==> src/rtl/cacheline_adapter.sv <==
// Cache line adapter: presents a 256-bit line read/write port to the cache and
// moves each line as a 4-beat burst of 64-bit words on the memory side.
//
// state   | meaning
// --------+-----------------------------------------------------------
// IDLE    | waiting for a cache request; read takes priority over write
// RD      | read burst in flight, each resp_i beat lands in line_o
// WR      | write burst in flight, burst_o shows the beat at the counter
// DONE    | one-cycle completion pulse to the cache, then back to IDLE
module cacheline_adapter #(
  parameter int S_LINE   = 256,
  parameter int S_BURST  = 64,
  parameter int N_BEATS  = S_LINE / S_BURST,
  parameter int S_OFFSET = 5
) (
  input  logic               clk,
  input  logic               rst_n,
  input  logic [31:0]        address_i,
  input  logic               read_i,
  input  logic               write_i,
  input  logic [S_LINE-1:0]  line_i,
  output logic [S_LINE-1:0]  line_o,
  output logic               resp_o,
  output logic [31:0]        address_o,
  output logic               read_o,
  output logic               write_o,
  output logic [S_BURST-1:0] burst_o,
  input  logic [S_BURST-1:0] burst_i,
  input  logic               resp_i
);

  localparam int CW = (N_BEATS > 1) ? $clog2(N_BEATS) : 1;

  typedef enum logic [1:0] {
    ST_IDLE = 2'd0,
    ST_RD   = 2'd1,
    ST_WR   = 2'd2,
    ST_DONE = 2'd3
  } state_t;

  state_t            r_state;
  state_t            w_state_nxt;
  logic [CW-1:0]     r_cnt;
  logic [31:0]       r_addr_buf;
  logic [S_LINE-1:0] r_line_buf;
  logic [S_LINE-1:0] r_line;
  logic              w_last;
  logic              w_unused_addr_lsb;

  assign w_last = (r_cnt == CW'(N_BEATS - 1));

  // The byte offset within the line is dropped on the memory side.
  assign w_unused_addr_lsb = ^r_addr_buf[S_OFFSET-1:0];

  // State register.
  always_ff @(posedge clk or negedge rst_n) begin
    if (!rst_n) begin
      r_state <= ST_IDLE;
    end else begin
      r_state <= w_state_nxt;
    end
  end

  // Next-state logic; a burst ends on the beat accepted at the last count.
  always_comb begin
    w_state_nxt = r_state;
    case (r_state)
      ST_IDLE: begin
        if (read_i) begin
          w_state_nxt = ST_RD;
        end else if (write_i) begin
          w_state_nxt = ST_WR;
        end
      end
      ST_RD: begin
        if (resp_i && w_last) begin
          w_state_nxt = ST_DONE;
        end
      end
      ST_WR: begin
        if (resp_i && w_last) begin
          w_state_nxt = ST_DONE;
        end
      end
      ST_DONE: begin
        w_state_nxt = ST_IDLE;
      end
      default: begin
        w_state_nxt = ST_IDLE;
      end
    endcase
  end

  // Request capture, read-beat assembly and the shared beat counter.
  always_ff @(posedge clk or negedge rst_n) begin
    if (!rst_n) begin
      r_cnt      <= '0;
      r_addr_buf <= '0;
      r_line_buf <= '0;
      r_line     <= '0;
    end else begin
      case (r_state)
        ST_IDLE: begin
          if (read_i) begin
            r_addr_buf <= address_i;
          end else if (write_i) begin
            r_addr_buf <= address_i;
            r_line_buf <= line_i;
          end
        end
        ST_RD: begin
          if (resp_i) begin
            r_line[r_cnt*S_BURST +: S_BURST] <= burst_i;
            r_cnt <= r_cnt + CW'(1);
          end
        end
        ST_WR: begin
          if (resp_i) begin
            r_cnt <= r_cnt + CW'(1);
          end
        end
        default: begin
        end
      endcase
    end
  end

  // Outputs decode directly from state so beat 0 is on burst_o in the first WR cycle.
  always_comb begin
    read_o    = (r_state == ST_RD);
    write_o   = (r_state == ST_WR);
    resp_o    = (r_state == ST_DONE);
    line_o    = r_line;
    address_o = {r_addr_buf[31:S_OFFSET], {S_OFFSET{1'b0}}};
    burst_o   = '0;
    if (r_state == ST_WR) begin
      burst_o = r_line_buf[r_cnt*S_BURST +: S_BURST];
    end
  end

endmodule

==> config.mk <==
export PLATFORM = sky130hd
export DESIGN_NAME = cacheline_adapter
export DESIGN_NICKNAME = d
export VERILOG_FILES = /design/src/rtl/cacheline_adapter.sv
export SDC_FILE = /design/constraint.sdc
export NUM_CORES = 1
export LEC_CHECK = 0
export ABC_AREA = 0
export CELL_PAD_IN_SITES_DETAIL_PLACEMENT = 1
export CELL_PAD_IN_SITES_GLOBAL_PLACEMENT = 2
export CORE_ASPECT_RATIO = 0.8
export CORE_MARGIN = 2
export CORE_UTILIZATION = 25
export CTS_CLUSTER_DIAMETER = 150
export DETAILED_ROUTE_END_ITERATION = 16
export PLACE_DENSITY = 0.75
export SLEW_MARGIN = 20
export SYNTH_ARGS = -nofsm -noshare
export SYNTH_HDL_FRONTEND = slang
export SYNTH_SLANG_ARGS = --single-unit
==> constraint.sdc <==
create_clock -name clk -period 6.4 [get_ports clk]
set_input_delay 1.92 -clock clk [delete_from_list [all_inputs] [get_ports clk]]
set_output_delay 1.92 -clock clk [all_outputs]
set_load 0.05 [all_outputs]
* Yosys cells after proc, flatten, opt, wreduce, memory -nomap -nowiden
Cells that the tools add are included.
Word-level totals: output and inout bits 355, bits of input ports 357, register bits after elaboration 548, word-level logic and storage cells 34
Operators by class: mux-type cells 8, reduce and logical (&&, ||, !) cells 9, shift operators 3, eq/ne operators 6, bitwise operators 1, add/subtract/negate cells 2
Operators with widths (count):
- bitwise mux 256 bit | 1
- variable shift 64 x 34 -> 256 bit (first input constant) | 1
- indexed part select 256 x 9 -> 64 bit | 1
- indexed part select 64 x 34 -> 256 bit | 1
- 2-to-1 mux 32 bit | 2
- 2-to-1 mux 64 bit | 1
- negation 8 -> 34 bit | 1
- AND reduction 2 bit | 4
- == test 2 bit (second input constant) | 3
- 2-to-1 mux 2 bit | 3
- one-hot mux 2 bit (3 select lines) | 1
- inequality test 3 bit (second input constant) | 1
- AND reduction 3 bit | 1
- adder 2 x 1 -> 2 bit (second input constant) | 1
- == test 2 x 1 -> 1 bit (second input constant) | 1
- zero test 2 bit | 1
- inequality test 2 x 1 -> 1 bit (second input constant) | 1
- nonzero test 2 bit | 1
- OR reduction 2 bit | 1
- logical AND 1 bit | 1
- inverter 1 bit | 1

* Longest topological paths before layout
depth after elaboration 4, gate-level depth with buffers 11, mapped depth without buffers 5

* Worst setup path after synthesis
No wires, ideal clock.
path kind reg-to-output, from register r_state[0], to output burst_o[10], required time 4480 ps, buffers on the path 2, stages on the path, launching flop included 6, arrival time 1908 ps, setup slack 2572 ps, path through dfrtp_1 inv_1 ha_1 buf_1 clkbuf_1 and2_1
Between the ends: cells in the longest elaborated chain, start to end 2
RTL lines:
- from (decl) | RTL line 41 | state_t r_state;
- from (signal assigned) | RTL line 60 | r_state <= w_state_nxt;
- == test 2 bit
- net write_o | RTL line 26 | output logic write_o,
- 2-to-1 mux 64 bit | RTL line 136 | if (r_state == ST_WR) begin
- to (decl) | RTL line 27 | output logic [S_BURST-1:0] burst_o,
The timed path passes the listed nets, and every way through them passes these cells.

* Worst setup path in the final report
from register r_cnt[0], to output burst_o[13]
Between the ends: cells in the longest elaborated chain, start to end 2
RTL lines:
- from (decl) | RTL line 43 | logic [CW-1:0] r_cnt;
- from (signal assigned) | RTL line 114 | r_cnt <= r_cnt + CW'(1);
- from (signal assigned) | RTL line 119 | r_cnt <= r_cnt + CW'(1);
- indexed part select 256 x 9 -> 64 bit | RTL line 137 | burst_o = r_line_buf[r_cnt*S_BURST +: S_BURST];
- 2-to-1 mux 64 bit | RTL line 136
Every way passes these cells.

==> results.py <==
metrics = {
    "outcome": {
        "status": "complete, no violations",
    },
    "power_and_ir_drop": {
        "p_per_area_nw_per_um2": 603,
        "p_sw_mw": 8.76,
        "power_frac_comb_pct": 51.4,
        "seq_power_share_pct": 30.8,
        "ir_drop_v": 0.000380,
        "pwr-share-clk_pct": 17.8,
        "intPower_mw": 11.0,
        "switching_share_pct": 44.3,
        "cellLeakagePower_nw": 13.5,
        "power.total_mw": 19.8,
    },
    "worst_setup_path": {
        "path_buf_inv": 2,
        "slowest_stage": "dfrtp_4",
        "end_kind": "output pin",
        "arrival_ns": 3.49,
        "startpoint_type": "flop",
        "crit_family": "buffers and inverters",
        "slowest_delay_ns": 0.96,
        "cp_cell_sequence": "buf_12 -> mux4_2 -> and2_1 -> clkdlybuf4s50_1",
        "criticalPathCategory": "flop to output pin",
        "required_ns": 4.48,
        "crit_path_max_fanout": 40,
    },
    "yosys": {
        "yosysSeqAreaShare_pct": 60.0,
        "syn_area_um2": 22600,
        "ys_top_cells_by_area": "dfrtp_1 60%, mux2_2 14%, mux4_2 6.4%",
        "ys_ff_latch": 543,
        "synth_area_leader_cell": "dfrtp_1",
        "synth_edf_count": 0,
        "yosysTopAreaCellShare_pct": 60.0,
        "synth_warnings": 0,
        "yosysMostFrequentCell": "dfrtp_1",
        "synth_cells": 1721,
        "avgSynthCellArea_um2": 13.2,
        "yosys-top-cells-count": "543 x dfrtp_1, 343 x nand2_1, 284 x mux2_2, 97 x o21ai_0, 86 x a22o_1",
        "async_flop_share_pct": 100,
        "yosysUniqueCellTypes": 35,
        "ys.flop_type": "dfrtp_1",
    },
    "cts": {
        "clk_latency_ns": 0.64,
        "cts_setup_buffers": 0,
        "htreeDepth": 2,
        "clk_pin_slew_worst_paths_ns": 0.07,
        "cts_buffers": 60,
        "cts_tree": "done",
        "cts_root_buffer": "clkbuf_16",
        "cts_resized": 0,
        "hold_buffers": 0,
        "clock_path_buffers": 3,
        "clock_sinks": 543,
    },
    "drt": {
        "ant_nets": 0,
        "routedWlPerCell_um": 22.9,
        "drt-vias-per-instance": 4.52,
        "num_vias": 16448,
        "drt-initial-drc-count": 722,
        "drc": 0,
        "wl_mm": 83.2,
        "drtPass1Iterations": 4,
    },
    "timing": {
        "grt_setup_unrepaired": "no",
        "tns_ns": 0,
        "slew_viol_final": 0,
        "finalSetupViolations": 0,
        "fin_skew_ns": 0.0249,
        "maxSlewHeadroom_pct": 34.5,
        "hold_violations": 0,
        "period_minus_slack_ns": 5.41,
        "worst_pin_slew_ns": 0.983,
        "fmax_mhz": 185,
        "timing.final.crit_share_pct": 84.5,
    },
    "die": {
        "rows": 98,
        "io_pins": 712,
        "core_area_um2": 89500,
        "floorplan.die.width_um": 340,
        "start_util_pct": 25.3,
        "die-height_um": 273,
        "die-area_um2": 93000,
    },
    "grt": {
        "antenna_found_initial": 20,
        "gr-total-overflow": 0,
        "track_usage_pct": 17.5,
        "grt_pass1_wl_mm": 124,
        "grt_pass1_vias": 18414,
        "grt_max_degree": 123,
    },
    "final_layout": {
        "drive_above_1_share_pct": 20.0,
        "nNetsFinal": 2750,
        "final_area_um2": 32800,
        "syn_to_final_growth_pct": 44.7,
    },
    "job": {
        "cap_viol_max_count": 0,
    },
    "place": {
        "gp_congestion": 0.825,
        "dp_hpwl_mm": 59.2,
        "placed_area_um2": 30800,
        "io_buffer_count": 701,
    },
    "min_path": {
        "min_path_type": "flop to flop",
    },
}
## per-stage QoR
stage / hold WS [ns] / setup slack (ns) / cells / utilization [%]
6_report: 0.481 / 0.993 / 3639 / 36.6
4_1_cts: 0.484 / 0.833 / 3624 / 36.6
2_1_floorplan: 0.474 / 2.57 / 1725 / -
3_5_place_dp: 0.469 / 1.56 / 3521 / 34.4
5_1_grt: 0.499 / 0.786 / 3638 / 36.6
3_3_place_gp: 0.465 / 1.55 / 3520 / 34.4
## final timing paths
kind                        startpoint              to  slack [ns]  cells after the start
max reg2reg                   r_cnt[0]     line_o[107]        2.91                      6
min                        line_o[155]     line_o[155]        0.48                      2
min reg2reg                line_o[155]     line_o[155]        0.48                      2
min in group asynchronous        rst_n  r_line_buf[51]        1.41                      1
max in group asynchronous        rst_n      line_o[65]        3.66                      2
max                           r_cnt[0]     burst_o[13]        0.99                      4
## layout by cell type (no fill, tap or decap), drive strengths merged, types with 8 or more instances in the layout
cell	Yosys	final
clkbuf	43	80
nand2	343	343
and2	64	64
inv	4	8
clkinv	0	13
mux4	64	64
ha	10	10
a22o	86	86
diode	0	15
mux2	284	284
dfrtp	543	543
buf	88	27
clkdlybuf4s50	0	700
o21ai	172	172
## area by class of cell
| cell class | instances | area (µm²) |
|---|---|---|
| Fill cell | 9578 | 56700 |
| Clock buffer | 80 | 1680 |
| Antenna cell | 15 | 37.5 |
| Tap cell | 1200 | 1500 |
| Timing Repair Buffer | 727 | 7310 |
| Clock inverter | 23 | 280 |
| Sequential cell | 543 | 13600 |
| Inverter | 4 | 15.0 |
| Multi-Input combinational cell | 1047 | 8350 |
## metal layers
metal / vias up / routed length (µm) / global-route usage (%)
met5: - / 58 / 0.356
met4: 8 / 3260 / 7.47
met3: 161 / 4480 / 4.26
met2: 432 / 42600 / 30.4
met1: 8525 / 32800 / 20.7
li1: 7322 / - / -
## sequential cells by signal (all words and copies together), names as in the netlist
register and flops:
line_o 256, r_addr_buf 27, r_cnt 2, r_line_buf 256
r_state 2
## power groups by stage
stage                     Clock [mW]  Sequential (mW)  Combinational (mW)
after detailed placement           0             6.13                10.2
after floorplan                    0             8.61                4.02
after CTS                       3.66             6.10                10.3
final                           3.52             6.09                10.2
after global placement             0             6.01                10.1
after global routing            3.79             6.31                10.6
## tightest hold or removal path, stage by stage (launching register included)
cell and delay (ns):
dfrtp_1 0.34, nand2_1 0.05, o21ai_0 0.06
## logic make-up (layout without fill, tap and decap cells)
group                    Yosys count  after routing  share of synthesized area [%]
flip-flops                       543            543                           60.0
AND/OR/NAND/NOR                  421            421                           8.12
multiplexers                     351            351                           20.6
AO/OA/AOI/OAI                    259            259                           7.18
buffers and inverters            135            834                           3.47
adder cells (fa/ha/maj)           10             10                          0.553
other                              1             20                         0.0166
XOR/XNOR                           1              1                         0.0387
Note: power is estimated with default switching activity, not from simulation.
